File: config.mk
export PLATFORM = sky130hd
export DESIGN_NAME = seq_pattern_detector
export DESIGN_NICKNAME = d
export VERILOG_FILES = /design/src/rtl/seq_det_pkg.sv /design/src/rtl/sat_counter.sv /design/src/rtl/seq_pattern_detector.sv
export SDC_FILE = /design/constraint.sdc
export NUM_CORES = 1
export LEC_CHECK = 0
export CORE_AREA = 2 2 42 44
export CTS_CLUSTER_DIAMETER = 100
export DETAILED_ROUTE_END_ITERATION = 6
export DIE_AREA = 0 0 44 46
export PLACE_DENSITY_LB_ADDON = 0.1
export SKIP_CTS_REPAIR_TIMING = 1
export SYNTH_ARGS = -nofsm -noshare
export SYNTH_HDL_FRONTEND = slang
export SYNTH_SLANG_ARGS = --single-unit
File: constraint.sdc
create_clock -name Clock -period 2.2 [get_ports Clock]
set_input_delay 0.66 -clock Clock [delete_from_list [all_inputs] [get_ports Clock]]
set_output_delay 0.66 -clock Clock [all_outputs]
set_load 0.005 [all_outputs]
File: src/rtl/seq_det_pkg.sv
// Shared definitions for the serial pattern detector family: output mode
// encoding and a width helper for fill counters.
package seq_det_pkg;

  typedef enum logic {
    MODE_MEALY = 1'b0,
    MODE_MOORE = 1'b1
  } det_mode_e;

  // Bits needed to hold values 0..value-1, never less than one bit.
  function automatic int clog2(input int value);
    int bits;
    int rem;
    bits = 0;
    rem  = value - 1;
    while (rem > 0) begin
      bits++;
      rem = rem >> 1;
    end
    return (bits < 1) ? 1 : bits;
  endfunction

endpackage

File: src/rtl/sat_counter.sv
// Saturating up-counter with synchronous clear; sticks at all-ones until
// cleared or reset.
module sat_counter #(
  parameter int W = 8
) (
  input  logic         Clock,
  input  logic         Resetn,
  input  logic         clr,
  input  logic         inc,
  output logic [W-1:0] count,
  output logic         sat
);

  logic [W-1:0] count_reg;

  assign sat   = &count_reg;
  assign count = count_reg;

  always_ff @(posedge Clock or negedge Resetn) begin
    if (!Resetn) begin
      count_reg <= '0;
    end else if (clr) begin
      count_reg <= '0;
    end else if (inc && !sat) begin
      count_reg <= count_reg + 1'b1;
    end
  end

endmodule

File: src/rtl/seq_pattern_detector.sv
// Parametrised serial pattern detector: compares the last N accepted bits of w
// against PATTERN, with Mealy/Moore output, overlap control and match counting.
module seq_pattern_detector
  import seq_det_pkg::*;
#(
  parameter int             N       = 4,
  parameter logic [N-1:0]   PATTERN = 4'b1011,
  parameter int             MOORE   = 0,
  parameter int             CNT_W   = 8
) (
  input  logic             Clock,
  input  logic             Resetn,
  input  logic             en,
  input  logic             w,
  input  logic             overlap,
  input  logic             clear,
  output logic             z,
  output logic [CNT_W-1:0] match_count,
  output logic             count_sat
);

  localparam int             FW        = clog2(N);
  localparam logic [FW-1:0]  FILL_FULL = FW'(N - 1);
  localparam det_mode_e      MODE      = (MOORE != 0) ? MODE_MOORE : MODE_MEALY;

  generate
    if (N < 2 || N > 32 || CNT_W < 1) begin : g_param_check
      $error("seq_pattern_detector: N must be 2..32 and CNT_W >= 1");
    end
  endgenerate

  logic [N-2:0]  hist_reg;
  logic [N-2:0]  hist_next;
  logic [FW-1:0] fill_reg;
  logic [FW-1:0] fill_next;
  logic          z_reg;
  logic [N-1:0]  window;
  logic          match;

  // Oldest bit in the MSB, the bit arriving this cycle in the LSB.
  assign window = {hist_reg, w};

  always_comb begin
    hist_next = hist_reg;
    fill_next = fill_reg;
    match     = en && !clear && (fill_reg == FILL_FULL) && (window == PATTERN);
    if (clear) begin
      hist_next = '0;
      fill_next = '0;
    end else if (en) begin
      if (match && !overlap) begin
        // Matched bits are consumed; the next match needs N fresh bits.
        hist_next = '0;
        fill_next = '0;
      end else begin
        hist_next = window[N-2:0];
        if (fill_reg != FILL_FULL) begin
          fill_next = fill_reg + 1'b1;
        end
      end
    end
  end

  always_ff @(posedge Clock or negedge Resetn) begin
    if (!Resetn) begin
      hist_reg <= '0;
      fill_reg <= '0;
      z_reg    <= 1'b0;
    end else begin
      hist_reg <= hist_next;
      fill_reg <= fill_next;
      z_reg    <= match;
    end
  end

  assign z = (MODE == MODE_MOORE) ? z_reg : match;

  sat_counter #(
    .W(CNT_W)
  ) u_match_counter (
    .Clock (Clock),
    .Resetn(Resetn),
    .clr   (clear),
    .inc   (match),
    .count (match_count),
    .sat   (count_sat)
  );

endmodule

==> summary.md <==
| Metric | Value |
|---|---|
| Status | `completed` |
| Slowest cell on crit path | `dfrtp_1` |
| Largest net degree at the start of global routing | `15` |
| Max reg flops | `8` |
| Hold Path Stages | `1` |
| Starting DRT DRC Count | `23` |
| Leakage | `0.552 nW` |
| Clock Latency Late Sink | `0.26 ns` |
| DIE WIDTH | `44 um` |
| Ant. Diodes | `0` |
| Arrival time at the worst endpoint | `1.46 ns` |
| Final WS setup | `0.0825 ns` |
| Syn Inst Count | `76` |
| Layout cell share with drive strength beyond 1 | `21.2%` |
| Detail Placement HPWL | `1.24 mm` |
| Worst VDD drop | `310 uV` |
| Overall global routing resource usage | `19.9%` |
| Routed Antenna Nets | `0` |
| YS warnings | `0` |
| First-pass GRT wire length | `2.92 mm` |
| Post-synth EDFFs | `0` |
| GRT overflow | `0` |
| Crit-path max cell delay | `0.42 ns` |
| DR vias | `691` |
| Top-area cell type share of the netlist area | `44.6%` |
| Die area | `0.00202 sq mm` |
| Routed Wire Length | `1.70 mm` |
| Clock Skews | `0.00166 ns` |
| Max frequency | `0.472 GHz` |
| Clk slew on worst S/H paths | `0.08 ns` |
| Hold Violations, Final | `0` |
| CTS buffer count | `3` |
| Synthesis-stage register bit count | `13` |
| Setup violators final | `0` |
| Via density | `5.71` |
| R2R depth | `7` |
| Drt pass-1 iters | `4` |
| RSZ-0062 raised after global routing | `false` |
| Number of I/O port buffers | `15` |
| Fillers | `148` |
| H-tree Lvls | `1` |
| Ys flop type | `dfrtp_1` |
| Worst Hold Margin | `0.531 ns` |
| Worst setup SP type | `register` |
| Sink Count | `13` |
| Share of synthesized registers carrying an async set or reset | `100%` |
| CTS tree | `done` |
| Worst Path Max Fanout | `4` |
| Final #Nets | `113` |
| Worst slew pin tran | `0.601 ns` |
| FF/Latch Area | `325 sq um` |
| Hold WC Path Type | `register to register` |
| Layout area overhead | `40.5%` |
| I/O Pins | `16` |
| Synthesized cell area | `729 sq um` |
| Core area | `0.00161 sq mm` |
| Critical path class | `register to output port` |
| Die Span Y | `46 um` |
| Initial antenna violation count | `0` |
| Number of global-route vias before repair | `667` |
| Req. time, crit path | `1.54 ns` |
| Crit path cell chain | `ha_1 > and3_4 > nand4_2 > clkinv_1 > dlymetal6s2s_1` |
| Pwr Density | `433 mW/mm^2` |
| Crit path time final | `2.12 ns` |
| CTS Buffer Depth | `2` |
| CP Buf/Inv Count | `2` |
| Worst path depth | `5` |
| CTS Root Cell | `clkbuf_4` |
| Area of the multi-input gates | `373 sq um` |
| Crit share post-route | `96.3%` |
| Post-synth top cells | `dfrtp_1, a21oi_1, nand2_1, o21ai_0` |
| Starting density of the core | `45.2%` |
| Final TNS setup | `0 ns` |
| Total power | `0.000444 W` |
| Mapped Avg Cell Area | `9.60 sq um` |
| Remaining DRCs | `0` |
| Worst Setup End Kind | `output port` |
| Library cells used by synthesis | `31` |
| Register area share after synthesis | `44.6%` |
| R2r setup slk | `0.33 ns` |
| Placer Congestion | `0.824` |
| Slew margin rel. | `59.8%` |
| Pre-CTS setup slack | `-0.590 ns` |
| Post-synth top area cell | `dfrtp_1` |
| Top cells by area, synth | `dfrtp_1, a21oi_1, o21ai_0, nand2_1, ha_1` |
| Wire length per cell | `14.0 um` |
| Syn nets | `84` |
| Most frequent cell after synthesis | `dfrtp_1` |
| # rows | `15` |
| CP top delay family | `flip-flops` |
| Final Max Tran Viols | `0` |
| Max cap viols | `0` |
[layout make-up]
cell class                      count  area share [%]
Multi-Input combinational cell     54            36.4
Clock buffer                        4            2.56
Sequential cell                    13            31.7
Tap cell                           17            2.08
Inverter                            5            1.83
Timing Repair Buffer               28            25.4
[through the flow]
stage | instances | utilization [%] | instance area, sq um
2_1_floorplan | 76 | - | 729
3_3_place_gp | 117 | 60.6 | 978
3_5_place_dp | 117 | 60.6 | 978
4_1_cts | 121 | 62.2 | 1000
5_1_grt | 121 | 63.5 | 1020
6_report | 121 | 63.5 | 1020
[per-layer routing]
layer  global-route usage [%]  share of wire, %  routed length (um)  vias up
met5                        0                 0                   0        -
met4                     6.67              0.83                  14        0
met1                     27.4                50                 842      335
met2                     30.3                46                 778       13
li1                         -                 -                   -      341
met3                     5.56               3.6                  61        2
[path summary, 6_finish.rpt]
check	start	endpoint
max in group asynchronous	Resetn	fill_reg[0]
min in group asynchronous	Resetn	hist_reg[1]
hold / removal	u_match_counter.count[7]	u_match_counter.count[7]
setup reg to reg	u_match_counter.count[0]	u_match_counter.count[5]
setup / recovery	u_match_counter.count[0]	count_sat
hold reg to reg	u_match_counter.count[7]	u_match_counter.count[7]
[cell usage in the layout (no fill, tap or decap)]
| cell type | count |
|---|---|
| dfrtp_1 | 13 |
| buf_4 | 13 |
| clkdlybuf4s50_1 | 10 |
| a21oi_1 | 8 |
| nand2_1 | 7 |
| o21ai_0 | 6 |
| dlymetal6s2s_1 | 5 |
| nand3_1 | 4 |
| inv_1 | 3 |
| clkbuf_4 | 3 |
| nand3b_1 | 2 |
| o211ai_1 | 2 |
| nor2_1 | 2 |
| o311ai_0 | 2 |
| o41ai_1 | 2 |
| mux2i_1 | 2 |
| ha_1 | 2 |
| nand4b_4 | 1 |
| or2_4 | 1 |
| inv_2 | 1 |
| and3_4 | 1 |
| and2_1 | 1 |
| nand4_2 | 1 |
| clkinv_1 | 1 |
| a21bo_2 | 1 |
| o22a_1 | 1 |
| and3_1 | 1 |
| o31ai_1 | 1 |
| or4_1 | 1 |
| a2bb2oi_1 | 1 |
| o31a_1 | 1 |
| nand4_1 | 1 |
| or3_1 | 1 |
| nand2b_1 | 1 |
| clkbuf_1 | 1 |
[kinds of logic after synthesis]
group	after synthesis	share of synthesized area [%]
compound gates	25	22.5
fa+ha+maj	2	3.43
buf+inv	9	5.32
flops	13	44.6
mux	2	2.74
simple gates	25	21.4
[where the power goes]
part	leakage (nW)	total, W	internal [W]	switching [W]
combinational	0.358	0.0000512	0.0000262	0.0000250
sequential	0.179	0.000248	0.000245	0.00000343
clock	0.0150	0.000144	0.0000700	0.0000742
total	0.552	0.000444	0.000341	0.000103
No activity file was read; power rests on OpenSTA's default activity.
